==> src/rtl/sdram_sched_pkg.sv <==
// sdram_sched_pkg: shared types and constants for the SDRAM port scheduler
package sdram_sched_pkg;
  typedef enum logic [1:0] {IDLE, GRANT, WAIT_DONE} state_t;
  localparam logic [1:0] PORT_WR1 = 2'd0;
  localparam logic [1:0] PORT_RD1 = 2'd1;
  localparam logic [1:0] PORT_RD2 = 2'd2;
  localparam int ADDR_W = 23;
  localparam int LEN_W = 9;
endpackage

==> src/rtl/sched_addr_gen.sv <==
// sched_addr_gen: per-port burst address counter with wrap back to base
module sched_addr_gen
  import sdram_sched_pkg::*;
#(
  parameter int BASE  = 0,
  parameter int MAX   = 324480,
  parameter int BURST = 128
) (
  input  logic              iCLK,
  input  logic              iRST,
  input  logic              advance,
  input  logic              load,
  output logic [ADDR_W-1:0] addr
);
  localparam int AW1 = ADDR_W + 1;
  logic [ADDR_W:0] nxt;
  assign nxt = {1'b0, addr} + AW1'(BURST);
  always_ff @(posedge iCLK)
    if (iRST || load) addr <= ADDR_W'(BASE);
    else if (advance) addr <= nxt >= AW1'(MAX) ? ADDR_W'(BASE) : nxt[ADDR_W-1:0];
endmodule

==> src/rtl/sdram_port_scheduler.sv <==
// sdram_port_scheduler: arbitrates one write and two read FIFO ports into SDRAM burst commands
module sdram_port_scheduler
  import sdram_sched_pkg::*;
#(
  parameter int WR1_BASE  = 0,
  parameter int WR1_MAX   = 324480,
  parameter int RD1_BASE  = 8320,
  parameter int RD1_MAX   = 161920,
  parameter int RD2_BASE  = 170880,
  parameter int RD2_MAX   = 324480,
  parameter int BURST     = 128,
  parameter int RD_THRESH = 128,
  parameter int WR_STREAK = 2
) (
  input  logic              iCLK,
  input  logic              iRST,
  input  logic              iLOAD,
  input  logic [9:0]        iWR1_USEDW,
  input  logic [9:0]        iRD1_USEDW,
  input  logic [9:0]        iRD2_USEDW,
  output logic              oCMD_VALID,
  output logic              oCMD_WRITE,
  output logic [1:0]        oCMD_PORT,
  output logic [ADDR_W-1:0] oCMD_ADDR,
  output logic [LEN_W-1:0]  oCMD_LEN,
  input  logic              iCMD_READY,
  input  logic              iCMD_DONE,
  output logic              oBUSY
);
  localparam int SW = $clog2(WR_STREAK + 2);
  state_t state, state_n;
  logic [SW-1:0] streak, streak_n;
  logic pref_rd2, pref_n, skip, skip_n, valid_n, write_n, advance;
  logic wr_req, rd1_req, rd2_req, pick_wr;
  logic [1:0] port_n, pick_port;
  logic [ADDR_W-1:0] addr_n, pick_addr, addr_wr, addr_rd1, addr_rd2;
  logic [LEN_W-1:0] len_n;
  assign wr_req = 32'(iWR1_USEDW) >= BURST;
  assign rd1_req = 32'(iRD1_USEDW) < RD_THRESH;
  assign rd2_req = 32'(iRD2_USEDW) < RD_THRESH;
  assign pick_wr = wr_req && !(streak == SW'(WR_STREAK) && (rd1_req || rd2_req));
  assign pick_port = pick_wr ? PORT_WR1 : (rd1_req && (!rd2_req || !pref_rd2)) ? PORT_RD1 : PORT_RD2;
  assign pick_addr = pick_port == PORT_WR1 ? addr_wr : pick_port == PORT_RD1 ? addr_rd1 : addr_rd2;
  assign oBUSY = state != IDLE;
  // skip marks a burst whose address was reloaded mid-flight, so its DONE must not advance
  always_comb begin
    state_n = state;
    valid_n = oCMD_VALID;
    write_n = oCMD_WRITE;
    port_n = oCMD_PORT;
    addr_n = oCMD_ADDR;
    len_n = oCMD_LEN;
    streak_n = iLOAD ? '0 : streak;
    pref_n = iLOAD ? 1'b0 : pref_rd2;
    skip_n = skip;
    advance = 1'b0;
    case (state)
      IDLE: if (!iLOAD && (wr_req || rd1_req || rd2_req)) begin
        state_n = GRANT;
        valid_n = 1'b1;
        write_n = pick_wr;
        port_n = pick_port;
        addr_n = pick_addr;
        len_n = LEN_W'(BURST);
        skip_n = 1'b0;
        streak_n = !pick_wr ? '0 : streak == SW'(WR_STREAK) ? streak : streak + 1'b1;
        pref_n = pick_wr ? pref_rd2 : pick_port == PORT_RD1;
      end
      GRANT: if (iCMD_READY || iLOAD) begin
        state_n = iCMD_READY ? WAIT_DONE : IDLE;
        valid_n = 1'b0;
        skip_n = iLOAD;
      end
      WAIT_DONE: begin
        skip_n = skip || iLOAD;
        if (iCMD_DONE) begin
          state_n = IDLE;
          advance = !iLOAD && !skip;
        end
      end
      default: state_n = IDLE;
    endcase
  end
  always_ff @(posedge iCLK)
    if (iRST) begin
      state <= IDLE;
      oCMD_VALID <= 1'b0;
      oCMD_WRITE <= 1'b0;
      oCMD_PORT <= '0;
      oCMD_ADDR <= '0;
      oCMD_LEN <= '0;
      streak <= '0;
      pref_rd2 <= 1'b0;
      skip <= 1'b0;
    end else begin
      state <= state_n;
      oCMD_VALID <= valid_n;
      oCMD_WRITE <= write_n;
      oCMD_PORT <= port_n;
      oCMD_ADDR <= addr_n;
      oCMD_LEN <= len_n;
      streak <= streak_n;
      pref_rd2 <= pref_n;
      skip <= skip_n;
    end
  sched_addr_gen #(.BASE(WR1_BASE), .MAX(WR1_MAX), .BURST(BURST)) u_wr1 (
    .iCLK(iCLK), .iRST(iRST), .advance(advance && oCMD_PORT == PORT_WR1), .load(iLOAD), .addr(addr_wr));
  sched_addr_gen #(.BASE(RD1_BASE), .MAX(RD1_MAX), .BURST(BURST)) u_rd1 (
    .iCLK(iCLK), .iRST(iRST), .advance(advance && oCMD_PORT == PORT_RD1), .load(iLOAD), .addr(addr_rd1));
  sched_addr_gen #(.BASE(RD2_BASE), .MAX(RD2_MAX), .BURST(BURST)) u_rd2 (
    .iCLK(iCLK), .iRST(iRST), .advance(advance && oCMD_PORT == PORT_RD2), .load(iLOAD), .addr(addr_rd2));
endmodule
==> config.mk <==
export PLATFORM = sky130hd
export DESIGN_NAME = sdram_port_scheduler
export DESIGN_NICKNAME = d
export VERILOG_FILES = /design/src/rtl/sdram_sched_pkg.sv /design/src/rtl/sched_addr_gen.sv /design/src/rtl/sdram_port_scheduler.sv
export SDC_FILE = /design/constraint.sdc
export NUM_CORES = 1
export LEC_CHECK = 0
export ABC_AREA = 1
export CELL_PAD_IN_SITES_DETAIL_PLACEMENT = 0
export CELL_PAD_IN_SITES_GLOBAL_PLACEMENT = 2
export CORE_MARGIN = 2
export CORE_UTILIZATION = 29
export CTS_CLUSTER_SIZE = 30
export DETAILED_ROUTE_END_ITERATION = 8
export GPL_ROUTABILITY_DRIVEN = 0
export GPL_TIMING_DRIVEN = 1
export PLACE_DENSITY_LB_ADDON = 0.1
export REMOVE_ABC_BUFFERS = 1
export SYNTH_ARGS = -nofsm -noshare
export SYNTH_HDL_FRONTEND = slang
export SYNTH_SLANG_ARGS = --single-unit
==> constraint.sdc <==
create_clock -name iCLK -period 2.5 [get_ports iCLK]
set_input_delay 0.375 -clock iCLK [delete_from_list [all_inputs] [get_ports iCLK]]
set_output_delay 0.375 -clock iCLK [all_outputs]
set_load 0.005 [all_outputs]
* Word level (Yosys, flattened, before mapping) *
Cells that the tools add are included.

storage, ports and cells
  logic and storage cells = 92
  input bits = 35
  output and inout bits = 37
  bits in registers = 103

operators by class
  reduce and logical (&&, ||, !) cells = 30
  mux-type cells = 29
  $lt $le $gt $ge = 6
  equality and inequality tests = 11
  add/subtract/negate cells = 4

operators by type and width
  operator                                                              number
  2-to-1 mux 23 bit                                                     5
  adder 23 x 8 -> 24 bit (second input constant)                        3
  greater-or-equal comparator 24 x 19 -> 1 bit (second input constant)  2
  greater-or-equal comparator 24 x 18 -> 1 bit (second input constant)  1
  2-to-1 mux 2 bit                                                      11
  < comparator 10 x 8 -> 1 bit (second input constant)                  2
  greater-or-equal comparator 10 x 8 -> 1 bit (second input constant)   1
  2-to-1 mux 1 bit                                                      10
  AND reduction 3 bit                                                   3
  logical AND 1 bit                                                     8
  logical OR 1 bit                                                      7
  == test 2 x 1 -> 1 bit (second input constant)                        3
  == test 2 bit (second input constant)                                 3
  zero test 2 bit                                                       3
  != test 2 bit (second input constant)                                 3
  one-hot mux 2 bit (3 select lines)                                    1
  zero test 1 bit                                                       5
  != test 4 bit (second input constant)                                 1
  nonzero test 2 bit                                                    2
  != test 3 bit (second input constant)                                 1
  one-hot mux 1 bit (3 select lines)                                    1
  nonzero test 3 bit                                                    1
  adder 2 x 1 -> 2 bit (second input constant)                          1
  one-hot mux 1 bit (2 select lines)                                    1
  AND reduction 2 bit                                                   1

* Longest topological paths before layout *
  depth after elaboration = 10
  depth in mapped cells = 15
  mapped depth without buffers = 14

* Cells and area by module *
From an unflattened synthesis, not the netlist that was laid out.

second synthesis, totals
  cells, all modules = 897
  area total of the unflattened synthesis = 5860.6 um^2

modules (own cells, without submodules)
  module                   cells an instance  sequential area each (um^2)  area an instance (um^2)  instances
  sdram_port_scheduler     320                680.7                        2342.2                   1
  sched_addr_gen at u_rd2  199                320.3                        1208.7                   1
  sched_addr_gen at u_wr1  187                320.3                        1176.1                   1
  sched_addr_gen at u_rd1  191                320.3                        1133.6                   1

* Worst setup path after synthesis *
Ideal clock, no wire load.

  path type = register -> register
  from = reg u_rd2.addr[7]
  to = reg u_rd2.addr[9]
  stages on the path, launching flop included = 16
  period minus slack after synthesis = 1822 ps
  path buffers = 1
  required time = 2385 ps
  setup slack = 678 ps
  data arrival time = 1707 ps
  library setup time = 115 ps
  path through = dfxtp_1 -> ha_1 -> nand3_1 -> nor2_4 -> nand3_1 -> nand2_1 -> nand2_1 -> inv_1 -> nand2_1 -> nor2_2 -> nand2_1 -> nor2_2 -> buf_6 -> nand3_1 -> nand2_1 -> nand2_1

between the ends
  word-level cells in the longest chain between the ends = 3

ends and longest elaborated chain
  element                                       RTL line              source
  from (decl)                                   sched_addr_gen.sv:13  output logic [ADDR_W-1:0] addr
  from (signal assigned)                        sched_addr_gen.sv:19  if (iRST || load) addr <= ADDR_W'(BASE);
  from (signal assigned)                        sched_addr_gen.sv:20  else if (advance) addr <= nxt >= AW1'(MAX) ? ADDR_W'(BASE) : nxt[ADDR_W-1:0];
  adder 23 x 8 -> 24 bit *                      sched_addr_gen.sv:17  assign nxt = {1'b0, addr} + AW1'(BURST);
  greater-or-equal comparator 24 x 19 -> 1 bit  sched_addr_gen.sv:20
  2-to-1 mux 23 bit *                           sched_addr_gen.sv:20

Mark *: on every way between the ends. The rest lies on a longest branch, timed or not.
A chain may end at the register's enable or synchronous reset.

* Worst setup path after layout *
  from = reg u_rd2.addr[9]
  to = reg u_rd2.addr[13]

Same word-level chain as after synthesis.

==> impl_metrics.json <==
{
  "ys_ff_latch": 75,
  "rsz0062_at_grt": "no",
  "yosysMostFrequentCell": "nand2_1",
  "arrival_ps": 2380,
  "power_switching_mw": 0.7175,
  "dieWidth_um": 130.8,
  "fin_skew_ps": 7.921,
  "grt_util_met2_pct": 27.27,
  "yosys-top-cells-area": "dfxtp_1 32%, nand2_1 15%, nand3_1 8.7%",
  "crit_end": "u_rd2.addr[13]$_SDFFE_PP0P_",
  "startpoint_type": "flip-flop",
  "hpwlAfterDp_um": 10930,
  "r2r_start": "u_rd2.addr[9]$_SDFFE_PP1P_",
  "fin_tns_setup_ps": 0,
  "rr_worst_depth": 12,
  "fmax_ghz": 0.4626,
  "grt_pass1_vias": 4308,
  "setup_viol": 0,
  "path_max_fanout": 10,
  "synth_top_cell_by_area": "dfxtp_1",
  "synthFlopType": "dfxtp_1",
  "synth-edff-count": 0,
  "syn_to_final_growth_pct": 18.30,
  "worstReg2RegEnd": "u_rd2.addr[13]$_SDFFE_PP0P_",
  "status": "finished, final reports clean",
  "drt_iter0_drc": 259,
  "yosysSeqAreaShare_pct": 32.21,
  "yosys_warnings": 0,
  "clk_pin_slew_worst_paths_ps": 60,
  "routed_wl_um": 14430,
  "power_leakage_nw": 2.049,
  "clock_power_share_pct": 43.7,
  "numCtsBuffers": 9,
  "hold_violations": 0,
  "power_frac_comb_pct": 10.9,
  "swShare_pct": 25.89,
  "firstDrtPassIters": 4,
  "antenna_left": 0,
  "fin_util_pct": 34.97,
  "clk_latency_ps": 350,
  "finalCriticalPeriod_ps": 2162,
  "fin_crit_sh_pct": 86.47,
  "track_usage_pct": 17.53,
  "cts.sinks": 75,
  "grt_pass1_wl_um": 22830,
  "busiest_layer": "met2",
  "p_per_area_mw_per_mm2": 502.6,
  "viasPerCell": 4.634,
  "vias": 4611,
  "synth_top_area_share_pct": 32.21,
  "antenna_found_initial": 0,
  "hold_buffers": 0,
  "fill_cells": 1782,
  "cts_tree": "built",
  "wl_per_cell_um": 14.50,
  "internal-power_mw": 2.054,
  "htreeDepth": 3,
  "synthArstFlopShare_pct": 0,
  "grt_overflow_total": 0,
  "slew_violations": 0,
  "required_ps": 2720,
  "hp-start": "oCMD_LEN[7]$_SDFFE_PP0P_",
  "drc_errors": 0,
  "dieArea_sq_mm": 0.01711,
  "synth_cell_types": 39,
  "cap_violations": 0,
  "hp-class": "flip-flop to flip-flop",
  "start_util_pct": 29.56,
  "grt_use_met1_pct": 24.80,
  "crit_type": "flip-flop to flip-flop",
  "r2r_slack_ps": 340,
  "synth_common_cells": "192 x nand2_1, 83 x inv_1, 81 x nand3_1",
  "num_antenna_cells": 0,
  "drive_above_1_share_pct": 7.189,
  "die_h_um": 130.8,
  "cts_root_buffer": "clkbuf_16",
  "vdd_drop_max_uv": 348.3,
  "synth.avg_cell_area_sq_um": 6.343,
  "io_buffers": 35,
  "num_io_pins": 72,
  "row_count": 46,
  "synthCells": 735,
  "grt_max_degree": 27,
  "critPathLaunch": "u_rd2.addr[9]$_SDFFE_PP1P_",
  "seqPwrFrac_pct": 45.4,
  "synthesis.area_sq_mm": 0.004662,
  "core_area_sq_mm": 0.01577,
  "use_met3_pct": 2.484,
  "finalNetCount": 818,
  "cp-end-kind": "flip-flop",
  "cts_buffer_depth": 2
}
[final cells by class]
| cell class | instances | area, sq um | share of cell area [%] |
|---|---|---|---|
| Inverter | 88 | 330.3 | 5.989 |
| Tap cell | 216 | 270.3 | 4.900 |
| Multi-Input combinational cell | 545 | 2644 | 47.94 |
| Clock inverter | 3 | 15.01 | 0.2722 |
| Timing Repair Buffer | 56 | 508.0 | 9.211 |
| Clock buffer | 12 | 246.5 | 4.469 |
| Sequential cell | 75 | 1501 | 27.22 |
[cells by family (layout without fill, tap and decap cells)]
| logic type | Yosys count | count (layout) | synth area share [%] |
|---|---|---|---|
| xor gates and xnor gates | 20 | 20 | 3.757 |
| DFF | 75 | 75 | 32.21 |
| and+or+nand+nor | 403 | 403 | 37.82 |
| buffers and inverters | 129 | 159 | 12.27 |
| adders and majority gates | 8 | 8 | 2.147 |
| other | 1 | 15 | 0.08044 |
| AOI/OAI and AO/OA | 99 | 99 | 11.73 |
[power by group through the flow]
| stage | Combinational [mW] | Sequential [mW] | Clock [mW] |
|---|---|---|---|
| after global routing | 0.340 | 1.26 | 1.31 |
| final | 0.301 | 1.26 | 1.21 |
| after detailed placement | 0.303 | 1.28 | 0 |
| after global placement | 0.301 | 1.28 | 0 |
| after floorplan | 0.142 | 1.28 | 0 |
| after CTS | 0.305 | 1.26 | 1.25 |
[stage by stage]
stage,setup WS (ps),total power [mW],std cells,hold slack [ps],instance area [sq um]
floorplan,461.8,1.421,708,433.6,4473
global placement,81.42,1.585,980,452.2,5251
detailed placement,50.56,1.587,980,455.3,5251
CTS,253.7,2.817,995,469.3,5513
global route,98.27,2.910,995,486.9,5515
finish,338.2,2.772,995,465.8,5515
[registers in the layout, indices dropped and copies added (netlist names)]
signal / cells
u_wr1.addr: 16
oCMD_WRITE: 1
state: 2
oCMD_LEN: 1
u_rd2.addr: 16
streak: 2
u_rd1.addr: 16
oCMD_ADDR: 16
oCMD_PORT: 2
oCMD_VALID: 1
pref_rd2: 1
skip: 1
[per-layer routing]
metal,wire [um],up-vias
met5,0,-
met4,199,0
met3,514,12
met2,6476,95
met1,7238,2071
li1,-,2433
[what timing repair did]
item,4_1_cts,5_1_grt
endpoints found under the setup margin,0,6
resized for setup,0,1
buffers inserted,0,0
[layout by cell type (no fill, tap or decap), drive strengths merged, types with 2 or more instances in the layout]
cell type / instances
nand2: 194
nor2: 86
inv: 85
nand3: 82
dfxtp: 75
a21oi: 54
clkdlybuf4s50: 35
nor3: 24
buf: 21
o21ai: 20
xor2: 15
conb: 15
a31oi: 12
clkbuf: 12
nand4: 11
ha: 8
clkinv: 6
xnor2: 5
o22ai: 4
a41oi: 3
o21bai: 2
and2: 2
[critical path, cell delays in order (launching register included)]
cell and delay (ps):
dfxtp_1 550, nand3_1 220, nor2_4 260, nand2_1 80
nand2_1 60, nand2_1 70, nor2_1 130, nand2_1 60
nor2_1 90, nand3_1 150, buf_4 210, nand3_1 90
a21oi_1 60
[worst min-delay path by stage]
stage                                           to  depth (start not counted)
after floorplan              pref_rd2$_SDFFE_PP0P_                          2
after global placement    oCMD_LEN[7]$_SDFFE_PP0P_                          1
after detailed placement  oCMD_LEN[7]$_SDFFE_PP0P_                          1
after CTS                 oCMD_LEN[7]$_SDFFE_PP0P_                          1
after global routing      oCMD_LEN[7]$_SDFFE_PP0P_                          1
final                     oCMD_LEN[7]$_SDFFE_PP0P_                          1
Note: power is estimated with default switching activity, not from simulation.
